File: src/rtl/pipeline_ctrl_pkg.sv
// Shared types and defaults for the pipeline hazard/stall controller.
package pipeline_ctrl_pkg;

  localparam int unsigned REG_IDX_W   = 5;
  localparam int unsigned TIMEOUT_DEF = 15;
  localparam int unsigned CNT_W_DEF   = 16;
  localparam int unsigned WAIT_W      = 8;

  typedef logic [REG_IDX_W-1:0] reg_idx_t;

  typedef enum logic [1:0] {
    ST_RUN      = 2'd0,
    ST_MEM_WAIT = 2'd1,
    ST_ERR      = 2'd2
  } state_e;

endpackage

File: src/rtl/pipeline_ctrl_if.sv
// Hazard inputs, stage-register controls and status between the datapath and pipeline_ctrl.
interface pipeline_ctrl_if #(
  parameter int unsigned CNT_W = pipeline_ctrl_pkg::CNT_W_DEF
);
  import pipeline_ctrl_pkg::*;

  reg_idx_t         if_id_rs;
  reg_idx_t         if_id_rt;
  reg_idx_t         id_ex_rt;
  logic             id_ex_memRead;
  logic             branch_taken;
  logic             dmem_req;
  logic             dmem_ack;

  logic             pc_write;
  logic             if_id_write;
  logic             id_ex_write;
  logic             ex_mem_write;
  logic             if_id_flush;
  logic             id_ex_flush;
  logic             mem_wb_bubble;
  logic             mem_err;
  logic [CNT_W-1:0] stall_cnt;
  logic [CNT_W-1:0] flush_cnt;

  modport master (
    output if_id_rs, if_id_rt, id_ex_rt, id_ex_memRead, branch_taken, dmem_req, dmem_ack,
    input  pc_write, if_id_write, id_ex_write, ex_mem_write, if_id_flush, id_ex_flush,
           mem_wb_bubble, mem_err, stall_cnt, flush_cnt
  );

  modport slave (
    input  if_id_rs, if_id_rt, id_ex_rt, id_ex_memRead, branch_taken, dmem_req, dmem_ack,
    output pc_write, if_id_write, id_ex_write, ex_mem_write, if_id_flush, id_ex_flush,
           mem_wb_bubble, mem_err, stall_cnt, flush_cnt
  );

endinterface

File: src/rtl/pipeline_ctrl_sat_counter.sv
// Saturating up-counter with enable; holds at all-ones.
module sat_counter #(
  parameter int unsigned W = 16
) (
  input  logic         clk,
  input  logic         rst_n,
  input  logic         en,
  output logic [W-1:0] cnt
);

  logic [W-1:0] cnt_q, cnt_d;

  always_comb begin
    cnt_d = cnt_q;
    if (en && (cnt_q != '1)) begin
      cnt_d = cnt_q + W'(1);
    end
  end

  always_ff @(posedge clk or negedge rst_n) begin
    if (!rst_n) begin
      cnt_q <= '0;
    end else begin
      cnt_q <= cnt_d;
    end
  end

  assign cnt = cnt_q;

endmodule

File: src/rtl/pipeline_ctrl.sv
// Pipeline stall/flush controller: load-use hazards, taken branches, data-memory waits
// with timeout, plus stall/flush performance counters.
module pipeline_ctrl
  import pipeline_ctrl_pkg::*;
#(
  parameter int unsigned TIMEOUT = TIMEOUT_DEF,
  parameter int unsigned CNT_W   = CNT_W_DEF
) (
  input  logic            clk,
  input  logic            rst_n,
  pipeline_ctrl_if.slave  bus
);

  localparam logic [WAIT_W-1:0] TIMEOUT_W = WAIT_W'(TIMEOUT);

  state_e            state_q, state_d;
  logic [WAIT_W-1:0] wait_q, wait_d;

  logic load_use;
  logic mem_stall;
  logic ack_valid;
  logic advance;

  logic pc_write;
  logic if_id_write;
  logic id_ex_write;
  logic ex_mem_write;
  logic if_id_flush;
  logic id_ex_flush;
  logic mem_wb_bubble;
  logic mem_err;

  assign load_use  = bus.id_ex_memRead && (bus.id_ex_rt != '0) &&
                     ((bus.id_ex_rt == bus.if_id_rs) || (bus.id_ex_rt == bus.if_id_rt));
  assign mem_stall = bus.dmem_req && !bus.dmem_ack;
  // An ack only counts while a request is actually outstanding.
  assign ack_valid = bus.dmem_req && bus.dmem_ack;

  always_ff @(posedge clk or negedge rst_n) begin
    if (!rst_n) begin
      state_q <= ST_RUN;
      wait_q  <= '0;
    end else begin
      state_q <= state_d;
      wait_q  <= wait_d;
    end
  end

  always_comb begin
    state_d = state_q;
    wait_d  = wait_q;
    unique case (state_q)
      ST_RUN: begin
        if (mem_stall) begin
          wait_d  = WAIT_W'(1);
          // The first frozen cycle already counts toward the timeout.
          state_d = (TIMEOUT <= 1) ? ST_ERR : ST_MEM_WAIT;
        end
      end
      ST_MEM_WAIT: begin
        if (ack_valid) begin
          state_d = ST_RUN;
          wait_d  = '0;
        end else begin
          wait_d = wait_q + WAIT_W'(1);
          if (wait_d >= TIMEOUT_W) begin
            state_d = ST_ERR;
          end
        end
      end
      ST_ERR: begin
        state_d = ST_ERR;
      end
      default: begin
        state_d = ST_RUN;
        wait_d  = '0;
      end
    endcase
  end

  always_comb begin
    pc_write      = 1'b0;
    if_id_write   = 1'b0;
    id_ex_write   = 1'b0;
    ex_mem_write  = 1'b0;
    if_id_flush   = 1'b0;
    id_ex_flush   = 1'b0;
    mem_wb_bubble = 1'b1;
    mem_err       = 1'b0;
    advance       = 1'b0;
    if (rst_n) begin
      mem_err = (state_q == ST_ERR);
      advance = ((state_q == ST_RUN) && !mem_stall) ||
                ((state_q == ST_MEM_WAIT) && ack_valid);
      if (advance) begin
        mem_wb_bubble = 1'b0;
        id_ex_write   = 1'b1;
        ex_mem_write  = 1'b1;
        if (bus.branch_taken) begin
          // Younger instructions are on the wrong path, so any load-use hazard is moot.
          pc_write    = 1'b1;
          if_id_write = 1'b1;
          if_id_flush = 1'b1;
          id_ex_flush = 1'b1;
        end else if (load_use) begin
          id_ex_flush = 1'b1;
        end else begin
          pc_write    = 1'b1;
          if_id_write = 1'b1;
        end
      end
    end
  end

  sat_counter #(.W(CNT_W)) u_stall_cnt (
    .clk   (clk),
    .rst_n (rst_n),
    .en    (rst_n && !pc_write),
    .cnt   (bus.stall_cnt)
  );

  sat_counter #(.W(CNT_W)) u_flush_cnt (
    .clk   (clk),
    .rst_n (rst_n),
    .en    (if_id_flush),
    .cnt   (bus.flush_cnt)
  );

  assign bus.pc_write      = pc_write;
  assign bus.if_id_write   = if_id_write;
  assign bus.id_ex_write   = id_ex_write;
  assign bus.ex_mem_write  = ex_mem_write;
  assign bus.if_id_flush   = if_id_flush;
  assign bus.id_ex_flush   = id_ex_flush;
  assign bus.mem_wb_bubble = mem_wb_bubble;
  assign bus.mem_err       = mem_err;

endmodule

File: src/flat_wrapper.sv
// flat-port wrapper written by rule: the top's interface ports become plain ports
module pipeline_ctrl_flat import pipeline_ctrl_pkg::*;
#(
  parameter int unsigned TIMEOUT = TIMEOUT_DEF,
  parameter int unsigned CNT_W   = CNT_W_DEF
)
  (clk, rst_n, bus_if_id_rs, bus_if_id_rt, bus_id_ex_rt, bus_id_ex_memRead, bus_branch_taken, bus_dmem_req, bus_dmem_ack, bus_pc_write, bus_if_id_write, bus_id_ex_write, bus_ex_mem_write, bus_if_id_flush, bus_id_ex_flush, bus_mem_wb_bubble, bus_mem_err, bus_stall_cnt, bus_flush_cnt);
  pipeline_ctrl_if #(.CNT_W(CNT_W)) bus_i ();
  input  logic clk;
  input  logic rst_n;
  input wire logic [$bits(bus_i.if_id_rs)-1:0] bus_if_id_rs;
  input wire logic [$bits(bus_i.if_id_rt)-1:0] bus_if_id_rt;
  input wire logic [$bits(bus_i.id_ex_rt)-1:0] bus_id_ex_rt;
  input wire logic [$bits(bus_i.id_ex_memRead)-1:0] bus_id_ex_memRead;
  input wire logic [$bits(bus_i.branch_taken)-1:0] bus_branch_taken;
  input wire logic [$bits(bus_i.dmem_req)-1:0] bus_dmem_req;
  input wire logic [$bits(bus_i.dmem_ack)-1:0] bus_dmem_ack;
  output wire logic [$bits(bus_i.pc_write)-1:0] bus_pc_write;
  output wire logic [$bits(bus_i.if_id_write)-1:0] bus_if_id_write;
  output wire logic [$bits(bus_i.id_ex_write)-1:0] bus_id_ex_write;
  output wire logic [$bits(bus_i.ex_mem_write)-1:0] bus_ex_mem_write;
  output wire logic [$bits(bus_i.if_id_flush)-1:0] bus_if_id_flush;
  output wire logic [$bits(bus_i.id_ex_flush)-1:0] bus_id_ex_flush;
  output wire logic [$bits(bus_i.mem_wb_bubble)-1:0] bus_mem_wb_bubble;
  output wire logic [$bits(bus_i.mem_err)-1:0] bus_mem_err;
  output wire logic [$bits(bus_i.stall_cnt)-1:0] bus_stall_cnt;
  output wire logic [$bits(bus_i.flush_cnt)-1:0] bus_flush_cnt;
  assign bus_i.if_id_rs = bus_if_id_rs;
  assign bus_i.if_id_rt = bus_if_id_rt;
  assign bus_i.id_ex_rt = bus_id_ex_rt;
  assign bus_i.id_ex_memRead = bus_id_ex_memRead;
  assign bus_i.branch_taken = bus_branch_taken;
  assign bus_i.dmem_req = bus_dmem_req;
  assign bus_i.dmem_ack = bus_dmem_ack;
  assign bus_pc_write = bus_i.pc_write;
  assign bus_if_id_write = bus_i.if_id_write;
  assign bus_id_ex_write = bus_i.id_ex_write;
  assign bus_ex_mem_write = bus_i.ex_mem_write;
  assign bus_if_id_flush = bus_i.if_id_flush;
  assign bus_id_ex_flush = bus_i.id_ex_flush;
  assign bus_mem_wb_bubble = bus_i.mem_wb_bubble;
  assign bus_mem_err = bus_i.mem_err;
  assign bus_stall_cnt = bus_i.stall_cnt;
  assign bus_flush_cnt = bus_i.flush_cnt;
  pipeline_ctrl #(.TIMEOUT(TIMEOUT), .CNT_W(CNT_W)) u_core (.clk(clk), .rst_n(rst_n), .bus(bus_i));
endmodule
File: config.mk
export PLATFORM = sky130hd
export DESIGN_NAME = pipeline_ctrl_flat
export DESIGN_NICKNAME = d
export VERILOG_FILES = /design/src/rtl/pipeline_ctrl_pkg.sv /design/src/rtl/pipeline_ctrl_if.sv /design/src/rtl/pipeline_ctrl_sat_counter.sv /design/src/rtl/pipeline_ctrl.sv /design/src/flat_wrapper.sv
export SDC_FILE = /design/constraint.sdc
export NUM_CORES = 1
export LEC_CHECK = 0
export ABC_CLOCK_PERIOD_IN_PS = 2470
export BUFFER_PORTS_ARGS = -buffer_cell sky130_fd_sc_hd__buf_2
export CORE_UTILIZATION = 52
export DETAILED_ROUTE_END_ITERATION = 6
export PLACE_DENSITY = 0.77
export SLEW_MARGIN = 40
export SYNTH_ARGS = -nofsm -noshare
export SYNTH_HDL_FRONTEND = slang
export SYNTH_SLANG_ARGS = --single-unit
File: constraint.sdc
create_clock -name clk -period 2.47 [get_ports clk]
set_clock_uncertainty 0.05 [all_clocks]
set_input_delay 0.494 -clock clk [delete_from_list [all_inputs] [get_ports clk]]
set_output_delay 0.494 -clock clk [all_outputs]
set_load 0.01 [all_outputs]
### Word level (Yosys, flattened, before mapping)

Index checks and enable logic that the tools add are counted.

* output and inout port bits: 40
* word-level logic and storage cells: 58
* register bits after elaboration: 42

* reduce and logical (&&, ||, !) cells: 18
* equality and inequality tests: 8
* bitwise logic cells: 1
* add/sub/neg operators: 3
* mux-type cells: 23
* magnitude comparators: 1

Operators with widths (number)
* adder 16 x 1 -> 16 bit, second input constant: 2
* inequality test 16 bit, second input constant: 2
* one-hot mux 8 bit (3 select lines): 1
* 2-to-1 mux 1 bit: 16
* 2-to-1 mux 8 bit: 2
* == test 5 bit: 2
* logical AND 1 bit: 9
* adder 8 x 1 -> 8 bit, second input constant: 1
* greater-or-equal comparator 8 x 4 -> 1 bit, second input constant: 1
* 2-to-1 mux 2 bit: 3
* one-hot mux 2 bit (3 select lines): 1
* nonzero test 5 bit: 1
* AND reduction 2 bit: 2
* logical NOT 1 bit: 3
* inequality test 3 x 1 -> 1 bit, second input constant: 1
* == test 2 x 1 -> 1 bit, second input constant: 1
* == test 2 bit, second input constant: 1
* logical NOT 2 bit: 1
* logical OR 1 bit: 2
* inequality test 2 x 1 -> 1 bit, second input constant: 1
* NOT 1 bit: 1

### Logic depth before layout (Yosys ltp)

Gate-level depths: netlist of the first run.

* depth in word-level cells: 10
* gate-level depth with buffers: 8

### By module

Synthesis of the first run repeated with hierarchy kept, for this count alone.

* cells, all modules: 241
* area, all modules: 2502.4 um2

Modules (own cells, without submodules)
* sat_counter: cells each 72, instances 2, area each 859.6 um2
* pipeline_ctrl: cells each 97, instances 1, area each 783.3 um2

### Least setup slack after synthesis of the first run

OpenSTA, ideal clock, no wires.

* path type: input-to-output
* from: input port bus_id_ex_rt[0]
* to: output port bus_pc_write
* stages on the path: 5
* data arrival time: 1.722 ns
* path slack: 0.204 ns
* path through: or4_1 > o21ai_0 > nor2_1 > a21oi_1 > buf_4

* cells in the longest elaborated chain, start to end: 7

RTL lines
* from (decl): line flat_wrapper.sv:13 `input wire logic [$bits(bus_i.id_ex_rt)-1:0] bus_id_ex_rt;`
* == test 5 bit / nonzero test 5 bit (equally long branches): line pipeline_ctrl.sv:34, pipeline_ctrl.sv:33
* logical OR 1 bit / logical AND 1 bit (equally long branches): line pipeline_ctrl.sv:34, pipeline_ctrl.sv:33
* logical AND 1 bit (*): line pipeline_ctrl.sv:33 `assign load_use = bus.id_ex_memRead && (bus.id_ex_rt != '0) &&`
* 2-to-1 mux 1 bit (*) (4 in series)
* to (decl): line flat_wrapper.sv:18 `output wire logic [$bits(bus_i.pc_write)-1:0] bus_pc_write;`

Every way passes the cells marked *; elsewhere a longest branch is shown, timed or not.

### Worst setup path after layout of the first run

* from: input port bus_id_ex_rt[0]
* to: output port bus_if_id_write

* cells in the longest elaborated chain, start to end: 7

RTL lines
* == test 5 bit / nonzero test 5 bit (equally long branches): line pipeline_ctrl.sv:34, pipeline_ctrl.sv:33
* logical OR 1 bit / logical AND 1 bit (equally long branches): line pipeline_ctrl.sv:34, pipeline_ctrl.sv:33
* logical AND 1 bit (*): line pipeline_ctrl.sv:33
* 2-to-1 mux 1 bit (*): line pipeline_ctrl.sv:105 `end else if (load_use) begin`
* 2-to-1 mux 1 bit (*): line pipeline_ctrl.sv:99 `if (bus.branch_taken) begin`
* 2-to-1 mux 1 bit (*): line pipeline_ctrl.sv:95 `if (advance) begin`
* 2-to-1 mux 1 bit (*): line pipeline_ctrl.sv:91 `if (rst_n) begin`
* to (decl): line flat_wrapper.sv:19 `output wire logic [$bits(bus_i.if_id_write)-1:0] bus_if_id_write;`

Marks and branches as above.

==> metrics.md, run 1 <==
| Metric | Value |
|---|---|
| Status | completed |
| Max_slew headroom | 50.8% |
| Detailed-route DRC error count | 0 |
| Final Hold Slack | 251 ps |
| Sink Count | 42 |
| Critical path data arrival time | 1770 ps |
| Lkg Pwr | 1.39 nW |
| Async S/R FF share, synth | 100% |
| YS warnings | 0 |
| Tot Pwr | 1.73 mW |
| Max Fclk | 0.431 GHz |
| Top post-synthesis cells by count | 42 x dfrtp_1, 25 x nor2_1, 23 x xnor2_1 |
| Peak fanout along the critical path | 3 |
| Fin cells | 356 |
| Yosys cell types | 38 |
| DP HPWL | 3550 um |
| Syn_area_per_cell | 9.55 um^2 |
| P_sw | 0.434 mW |
| Initial antenna violation count | 0 |
| CTS Buffer Depth | 2 |
| CTS hold repair buffers | 0 |
| Combinational Power Share | 14.1% |
| Die ar. | 4690 um^2 |
| Min cycle time layout | 2320 ps |
| # fillers | 346 |
| Worst setup path startpoint | bus_id_ex_rt[0] |
| Num CTS Buffers | 5 |
| Critical-path cell list | buf_2 > or4_1 > o21ai_1 > nor2_1 > a21oi_1 > buf_2 |
| RSZ-0062 raised after global routing | no |
| Synth Instances | 241 |
| Total core area | 4120 um^2 |
| Ant. Diodes | 0 |
| Via density | 5.41 |
| Register area share after synthesis | 45.7% |
| Top_reg_cell synth | dfrtp_1 |
| Peak supply drop | 0.000445 V |
| Setup TNS Final | 0 ps |
| RR Endpoint | u_core.u_stall_cnt.cnt[1] |
| #FFs+latches synth | 42 |
| Wirelength, routed | 4960 um |
| Max stage delay on crit path | 510 ps |
| CTS clk-pin slew, worst paths | 80 ps |
| H-tree levels | 2 |
| Number of synthesized flops with an enable pin | 0 |
| RePlAce Congestion | 0.780 |
| Hold WC Path Type | primary input to async pin |
| First-pass GRT wire length | 8100 um |
| Sequential share of power | 47.0% |
| Post-layout util | 67.8% |
| Setup Crit Path Kind | primary input to output pin |
| Final worst path period share | 93.8% |
| Pre-antenna DRT Iters | 4 |
| DRT iter0 DRCs | 52 |
| Clk Latency, worst-skew pair | 290 ps |
| Slew Limit Fails | 0 |
| Max-cap viol count | 0 |
| Worst R2R Start | u_core.u_stall_cnt.cnt[0] |
| Chip Height | 68.5 um |
| Cell mode on critical path | buf_2 |
| Mapped Nets | 266 |
| Nets | 330 |
| Clk pwr share | 39.0% |
| Slew @ Worst Pin | 719 ps |
| Post-CTS setup repair buffer count | 0 |
| Syn-to-layout area delta | 21.3% |
| R2R cell count | 6 |
| PwrDens | 618 nW/um^2 |
| Internal power | 1.29 mW |
| Initial Utilization | 55.9% |
| Most frequent cell after synthesis | dfrtp_1 |
| Setup crit end | bus_if_id_write |
| CTS tree | yes |
| Io pins | 61 |
| Vias in the first global route | 1820 |
| CTS root buf | clkbuf_8 |
| Final setup fails | 0 |
| Wirelength per Cell | 13.9 um |
| Worst setup EP type | output pin |
| Die width | 68.5 um |
| Area of the mapped netlist | 2300 um^2 |
| Reg2Reg Setup Slack | 290 ps |
| Port Buffers | 60 |
| CP Launch Type | primary input |
| Sw Ratio | 25.1% |
| All-Layer GR Usage | 23.7% |
| Vias | 1927 |
| Cell taking the most area after synthesis | dfrtp_1 |
| Ratio of cells with drive above 1 in the final layout | 27.1% |
| CP required | 1930 ps |
| Critical-path top delay cell | or4_1 |
| Grt total ovfl | 0 |
| Area share of the largest cell type after synthesis | 45.7% |
| Placed insts | 348 |
| Final Hold Vio Count | 0 |
| Routed Antenna Nets | 0 |
| Row cnt | 23 |
| Largest net degree at the start of global routing | 43 |
| Synth top area cells | dfrtp_1 46%, xnor2_1 8.8%, xor2_1 7.2% |
-- area by class of cell --
| class | instances | area (um^2) | area share (%) |
|---|---|---|---|
| tap | 50 | 62.6 | 2.24 |
| timing repair buffer | 63 | 323 | 11.6 |
| clock buffer | 6 | 82.6 | 2.96 |
| sequential | 42 | 1050 | 37.7 |
| clock inverter | 2 | 60.1 | 2.15 |
| inverter | 14 | 52.6 | 1.88 |
| multi-input combinational | 179 | 1160 | 41.6 |
-- how the worst min path moves through the flow --
stage	end	from
global route	u_core.u_flush_cnt.cnt[2]	rst_n
floorplan	u_core.state_q[0]	rst_n
global placement	u_core.u_stall_cnt.cnt[6]	u_core.u_stall_cnt.cnt[6]
CTS	u_core.u_flush_cnt.cnt[10]	rst_n
detailed placement	u_core.u_stall_cnt.cnt[6]	u_core.u_stall_cnt.cnt[6]
finish	u_core.u_flush_cnt.cnt[2]	rst_n
-- critical path: cells and delay by family --
family | cells | cell delay (ps)
simple gates | 2 | 610
buf+inv | 2 | 280
compound gates | 2 | 400
-- cells in the final DEF (no fill, tap or decap), types with 9 or more instances in the layout --
cell type / instances
xnor2_1: 23
nand3_1: 9
nand2_1: 22
xor2_1: 19
nor3_1: 9
dfrtp_1: 42
nand4_1: 13
o21ai_0: 10
inv_1: 13
buf_2: 60
nor2_1: 25
-- per-layer routing --
metal  track usage, %  vias to the layer above  wire length, um
li1                 -                      948                -
met1             28.0                      935             2230
met2             41.2                       40             2500
met3             6.09                        4              188
met4             8.59                        0               40
met5                0                        -                0
-- power by group through the flow --
stage / Combinational (mW) / Sequential, mW / Clock (mW)
floorplan: 0.113 / 0.843 / 0
global placement: 0.239 / 0.824 / 0
detailed placement: 0.245 / 0.824 / 0
CTS: 0.247 / 0.813 / 0.678
global route: 0.272 / 0.825 / 0.704
finish: 0.243 / 0.811 / 0.673
-- state kept, by name (all words and copies together) (netlist names) --
signal	flops
u_core.u_stall_cnt.cnt	16
u_core.wait_q	8
u_core.state_q	2
u_core.u_flush_cnt.cnt	16
-- repair_timing --
action                                 CTS  global route
endpoints found under the hold margin    0             0
setup endpoints to repair                0             2
resized for setup                        0             1
-- stage by stage --
step / cell area, um^2 / setup slack, ps
2_1_floorplan: 2300 / 204
3_3_place_gp: 2650 / 125
3_5_place_dp: 2650 / 69.0
4_1_cts: 2790 / 61.7
5_1_grt: 2790 / 61.6
6_report: 2790 / 152
-- cell families after synthesis --
family	after synthesis	synth area share, %
DFF	42	45.7
buffers and inverters	20	3.91
muxes	2	0.979
adders and majority gates	4	2.18
and+or+nand+nor	101	22.8
xor gates and xnor gates	42	16.0
AOI/OAI and AO/OA	30	8.48
No activity file was read; power rests on OpenSTA's default activity.
==> run 2, diff against run 1 <==
==> constraint.sdc (replaced) <==
create_clock -name clk -period 2.47 [get_ports clk]
set_clock_uncertainty 0.05 [all_clocks]
set_input_delay 0 -clock clk [delete_from_list [all_inputs] [get_ports clk]]
set_output_delay 0 -clock clk [all_outputs]
set_load 0.01 [all_outputs]
==> run 2 against run 1 <==
  * Via count fell by 0.67%
  * Largest power group unchanged
  * First-iteration DRC count rose by 94%
  * Largest cell class unchanged
  * Power decreased by 7.4%
==> metrics.md, run 2 (synthesized netlist as in run 1, its figures left out) <==
| Metric | Value |
|---|---|
| Setup TNS Final | 0 ps (unchanged) |
| Routed Antenna Nets | 0 (unchanged) |
| Worst setup EP type | register |
| Reg area | 1050 um^2 (unchanged) |
| Most common cell after layout, fill and taps aside | buf_2 |
| Ratio of cells with drive above 1 in the final layout | 26.4% (-0.74 points) |
| CTS root buf | clkbuf_8 |
| CTS clk-pin slew, worst paths | 80 ps (about the same) |
| Min cycle time layout | 2170 ps (-152 ps) |
| Ant. Diodes | 0 (unchanged) |
| Die width | 68.5 um (unchanged) |
| Syn-to-layout area delta | 20.2% |
| Hold WC Path Type | primary input to register |
| Total core area | 4120 um^2 (unchanged) |
| CP required | 2600 ps (+670 ps) |
| RSZ-0062 raised after global routing | no |
| Final setup fails | 0 (unchanged) |
| Initial Utilization | 55.9% (unchanged) |
| Max_slew headroom | 57.8% (+7.0 points) |
| CP Launch Type | register |
| Placed insts | 348 (unchanged) |
| Critical path data arrival time | 2290 ps (+520 ps) |
| Final worst path period share | 87.7% (-6.1 points) |
| First-pass GRT wire length | 7890 um (-2.6%) |
| # fillers | 349 (+0.87%) |
| Vias | 1914 (-0.67%) |
| Pre-antenna DRT Iters | 4 (unchanged) |
| Setup Crit Path Kind | register to register |
| Multi-input gate area | 1160 um^2 (unchanged) |
| Detailed-route DRC error count | 0 (unchanged) |
| Peak fanout along the critical path | 16 (+13) |
| Row cnt | 23 (unchanged) |
| Vias in the first global route | 1820 (unchanged) |
| Fin cells | 357 (+0.28%) |
| Grt total ovfl | 0 (unchanged) |
| Io pins | 61 (unchanged) |
| Routing usage on met3 | 5.10% (-0.99 points) |
| Max Fclk | 0.462 GHz (+7.0%) |
| H-tree levels | 2 (unchanged) |
| Met1 Use GR | 28.7% (+0.68 points) |
| Peak supply drop | 0.000503 V (+13%) |
| Wirelength per Cell | 13.4 um (-3.7%) |
| CTS tree | yes |
| Max stage delay on crit path | 430 ps (-80 ps) |
| Slew Limit Fails | 0 (unchanged) |
| Post-route cell area | 2770 um^2 (-0.94%) |
| Reg2Reg Setup Slack | 300 ps (about the same) |
| Placed inst area | 2650 um^2 (unchanged) |
| Final Hold Slack | 53.4 ps (-198 ps) |
| Final Hold Vio Count | 0 (unchanged) |
| DP HPWL | 3530 um (-0.59%) |
| Sink Count | 42 (unchanged) |
| Largest net degree at the start of global routing | 43 (unchanged) |
| Via density | 5.36 (-0.95%) |
| Status | completed |
| Wirelength, routed | 4790 um (-3.4%) |
| Chip Height | 68.5 um (unchanged) |
| Critical-path cell list | ha_1 > nand3_1 > nor2_1 > a2111o_1 > o21bai_4 > mux2_2 |
| Die ar. | 4690 um^2 (unchanged) |
| Commonest cells after routing, fill and taps aside | 60 x buf_2, 42 x dfrtp_1, 25 x nor2_1, 23 x xnor2_1, 22 x nand2_1 |
| All-Layer GR Usage | 23.0% (-0.65 points) |
| RePlAce Congestion | 0.794 (+1.7%) |
| Num CTS Buffers | 5 (unchanged) |
| Busiest grt layer | met2 |
| Clk Latency, worst-skew pair | 300 ps (about the same) |
| Critical-path top delay cell | dfrtp_1 |
| Initial antenna violation count | 0 (unchanged) |
| Port Buffers | 60 (unchanged) |
| Max-cap viol count | 0 (unchanged) |
| PwrDens | 578 nW/um^2 (-6.5%) |
| Grt met2 use | 37.6% (-3.6 points) |
| Slew @ Worst Pin | 617 ps (-102 ps) |
| Nets | 331 (+0.30%) |
| Lkg Pwr | 1.37 nW (-1.1%) |
| DRT iter0 DRCs | 101 (+94%) |
| CTS Buffer Depth | 2 (unchanged) |
-- run 2: worst max-delay path, delay by kind of cell (launching register included) --
kind | cells | cell delay (ps)
AOI/OAI and AO/OA | 2 | 740
DFF | 1 | 430
adders and majority gates | 1 | 240
muxes | 1 | 380
and+or+nand+nor | 2 | 220
-- run 2: cell type report --
| cell class | count | area share, % |
|---|---|---|
| inverter | 14 | 1.90 |
| clock inverter | 1 | 1.09 |
| tap | 50 | 2.26 |
| multi-input combinational | 179 | 41.9 |
| timing repair buffer | 64 | 12.0 |
| clock buffer | 7 | 2.76 |
| sequential | 42 | 38.0 |
-- run 2: routing by layer --
layer / share of wire (%) / routed length, um / vias up
met5: 0 / 0 / -
li1: - / - / 954
met3: 4.4 / 210 / 10
met2: 46 / 2210 / 42
met1: 48 / 2280 / 908
met4: 2.0 / 95 / 0
-- run 2: final timing paths --
check | end | start | cells after the start
max | u_core.u_stall_cnt.cnt[1] | u_core.u_stall_cnt.cnt[0] | 6
min | u_core.wait_q[3] | bus_dmem_ack | 4
max reg2reg | u_core.u_stall_cnt.cnt[1] | u_core.u_stall_cnt.cnt[0] | 6
min reg2reg | u_core.u_flush_cnt.cnt[8] | u_core.u_flush_cnt.cnt[8] | 1
max in group asynchronous | u_core.u_stall_cnt.cnt[5] | rst_n | 3
min in group asynchronous | u_core.u_flush_cnt.cnt[3] | rst_n | 3
-- run 2: metrics by stage --
step	power, mW	setup slack [ps]	utilization, %
after floorplan	0.956	473	-
after global placement	1.06	390	64.4
after detailed placement	1.08	328	64.4
after CTS	1.61	299	67.2
after global routing	1.68	181	67.2
final	1.60	304	67.2
-- run 2: repair_timing --
item	4_1_cts	5_1_grt
hold endpoints to repair	42	0
gates resized for setup	0	0
hold buffers	1	0
buffers inserted	0	0
-- run 2: power breakdown --
part	switching (mW)	internal [mW]
clock network	0.227	0.302
registers	0.0717	0.743
logic	0.132	0.122
==> run 3, diff against run 2 <==
--- a/config.mk
+++ b/config.mk
@@ -7,8 +7,11 @@
 export LEC_CHECK = 0
 export ABC_CLOCK_PERIOD_IN_PS = 2470
 export BUFFER_PORTS_ARGS = -buffer_cell sky130_fd_sc_hd__buf_2
-export CORE_UTILIZATION = 52
+export CELL_PAD_IN_SITES_DETAIL_PLACEMENT = 1
+export CELL_PAD_IN_SITES_GLOBAL_PLACEMENT = 1
+export CORE_UTILIZATION = 39
 export DETAILED_ROUTE_END_ITERATION = 6
+export HOLD_SLACK_MARGIN = 0.12
 export PLACE_DENSITY = 0.77
 export SLEW_MARGIN = 40
 export SYNTH_ARGS = -nofsm -noshare
==> constraint.sdc (replaced) <==
create_clock -name clk -period 2.47 [get_ports clk]
set_clock_uncertainty 0.05 [all_clocks]
set_input_delay 0 -clock clk [delete_from_list [all_inputs] [get_ports clk]]
set_output_delay 0 -clock clk [all_outputs]
set_load 0.02 [all_outputs]
==> run 3 against run 2 <==
  * Via count up 3.3%
  * Sequential share of layout area down 0.46 points
  * Wire length up 16%
  * Clock-buffer cell count down 1
  * First-iteration DRC count down 25%
  * Power down 3.4%
  * Critical endpoint unchanged
==> metrics.md, run 3 (synthesized netlist as in run 1, its figures left out) <==
| Metric | Value |
|---|---|
| Tot Pwr | 1.54 mW (-3.4%) |
| Final setup fails | 0 (unchanged) |
| Critical path data arrival time | 2280 ps (about the same) |
| Ant. Diodes | 0 (unchanged) |
| DP HPWL | 4190 um (+19%) |
| Commonest cells after routing, fill and taps aside | 60 x buf_2, 42 x dfrtp_1, 25 x nor2_1, 23 x xnor2_1, 22 x nand2_1 |
| CTS tree | yes |
| R2R cell count | 6 (unchanged) |
| Setup Crit Path Kind | register to register |
| Num CTS Buffers | 5 (unchanged) |
| Die width | 78.8 um (+15%) |
| Peak fanout along the critical path | 16 (unchanged) |
| Final Hold Vio Count | 0 (unchanged) |
| RePlAce Congestion | 0.768 (-3.3%) |
| CP Launch Type | register |
| Final worst path period share | 87.3% (-0.42 points) |
| Worst hold path cell count | 4 (unchanged) |
| CP required | 2600 ps (about the same) |
| Most common cell after layout, fill and taps aside | buf_2 |
| Setup ws final | 314 ps (+10.4 ps) |
| Max Fclk | 0.464 GHz (+0.48%) |
| Vias | 1977 (+3.3%) |
| Largest net degree at the start of global routing | 43 (unchanged) |
| Placed inst area | 2680 um^2 (+1.0%) |
| DRT iter0 DRCs | 76 (-25%) |
| Die ar. | 6210 um^2 (+32%) |
| Syn-to-layout area delta | 21.6% |
| Total core area | 5610 um^2 (+36%) |
| Post_cts resized | 0 (unchanged) |
| Max-cap viol count | 0 (unchanged) |
| Lkg Pwr | 1.37 nW (+0.13%) |
| Min cycle time layout | 2160 ps (-10.4 ps) |
| Ratio of cells with drive above 1 in the final layout | 26.3% (-0.086 points) |
| Chip Height | 78.8 um (+15%) |
| Setup WS pre-CTS | 317 ps (-10.2 ps) |
| Slew Limit Fails | 0 (unchanged) |
| Slew @ Worst Pin | 624 ps (+7.07 ps) |
| Status | completed |
| H-tree levels | 2 (unchanged) |
| Reg area | 1050 um^2 (unchanged) |
| Critical hold path startpoint | bus_branch_taken |
| Wirelength, routed | 5550 um (+16%) |
| Grt total ovfl | 0 (unchanged) |
| Sink Count | 42 (unchanged) |
| Nets | 334 (+0.91%) |
| Clk Latency, worst-skew pair | 290 ps (about the same) |
| CTS clk-pin slew, worst paths | 80 ps (about the same) |
| All-Layer GR Usage | 19.5% (-3.5 points) |
| Port Buffers | 60 (unchanged) |
| Wirelength per Cell | 14.6 um (+8.8%) |
| First-pass GRT wire length | 9400 um (+19%) |
| Routed Antenna Nets | 0 (unchanged) |
| Multi-input gate area | 1160 um^2 (unchanged) |
| Max_slew headroom | 57.3% (-0.48 points) |
| Setup TNS Final | 0 ps (unchanged) |
| Via density | 5.20 (-3.0%) |
| Reg2Reg Setup Slack | 310 ps (about the same) |
| Hold WC Path Type | primary input to register |
| # fillers | 692 (+98%) |
| CTS Buffer Depth | 2 (unchanged) |
| Detailed-route DRC error count | 0 (unchanged) |
| RR Endpoint | u_core.u_stall_cnt.cnt[1] |
| CTS root buf | clkbuf_8 |
| Post-route cell area | 2800 um^2 (+1.2%) |
| Io pins | 61 (unchanged) |
| RSZ-0062 raised after global routing | no |
| Vias in the first global route | 1970 (+8.2%) |
| Peak supply drop | 0.000527 V (+4.8%) |
| Worst setup EP type | register |
| Initial Utilization | 41.0% (-15 points) |
| Worst R2R Start | u_core.u_stall_cnt.cnt[0] |
| Hold endpoint | u_core.u_flush_cnt.cnt[12] |
| Initial antenna violation count | 0 (unchanged) |
| Row cnt | 27 (+17%) |
| Pre-antenna DRT Iters | 4 (unchanged) |
| PwrDens | 552 nW/um^2 (-4.6%) |
-- run 3: final cells by class --
class | instances | area share (%)
Tap cell | 72 | 3.22
Inverter | 14 | 1.88
Sequential cell | 42 | 37.6
Timing Repair Buffer | 67 | 13.0
Clock buffer | 6 | 2.95
Multi-Input combinational cell | 179 | 41.4
-- run 3: worst max-delay path by stage --
stage	slack, ps	cells after the start	startpoint	end
detailed placement	320	6	u_core.u_stall_cnt.cnt[0]	u_core.u_stall_cnt.cnt[1]
finish	310	6	u_core.u_stall_cnt.cnt[0]	u_core.u_stall_cnt.cnt[1]
CTS	300	6	u_core.u_stall_cnt.cnt[0]	u_core.u_stall_cnt.cnt[1]
global placement	380	6	u_core.u_stall_cnt.cnt[0]	u_core.u_stall_cnt.cnt[1]
floorplan	160	7	u_core.state_q[0]	u_core.u_flush_cnt.cnt[11]
global route	110	6	u_core.wait_q[1]	u_core.state_q[1]
-- run 3: worst max-delay path, cell delays in order, from the launching register on --
cell	delay [ps]
dfrtp_1	430
ha_1	240
nand3_1	120
nor2_1	90
a2111o_1	400
o21bai_4	340
mux2_2	380
-- run 3: power by group --
part           internal, mW  switching (mW)  leakage [nW]
clock network         0.216           0.221        0.0431
registers             0.743          0.0692         0.554
logic                 0.124           0.171         0.777
total                  1.08           0.461          1.37
-- run 3: what timing repair did --
item / in CTS / in global routing
setup buffers: 0 / 0
endpoints found under the hold margin: 44 / 0
hold buffers: 4 / 0
endpoints found under the setup margin: 0 / 0
-- run 3: per-layer routing --
metal	track usage, %	vias up	wire, um
met5	0	-	0
met4	5.45	0	53
met3	4.14	5	193
met2	33.3	38	2740
met1	24.8	982	2560
li1	-	952	-
-- run 3: stage by stage --
step	instances	util [%]	hold slack, ps
global route	380	49.9	165
finish	380	49.9	147
detailed placement	370	47.7	113
floorplan	241	-	-346
CTS	380	49.9	137
global placement	370	47.7	113
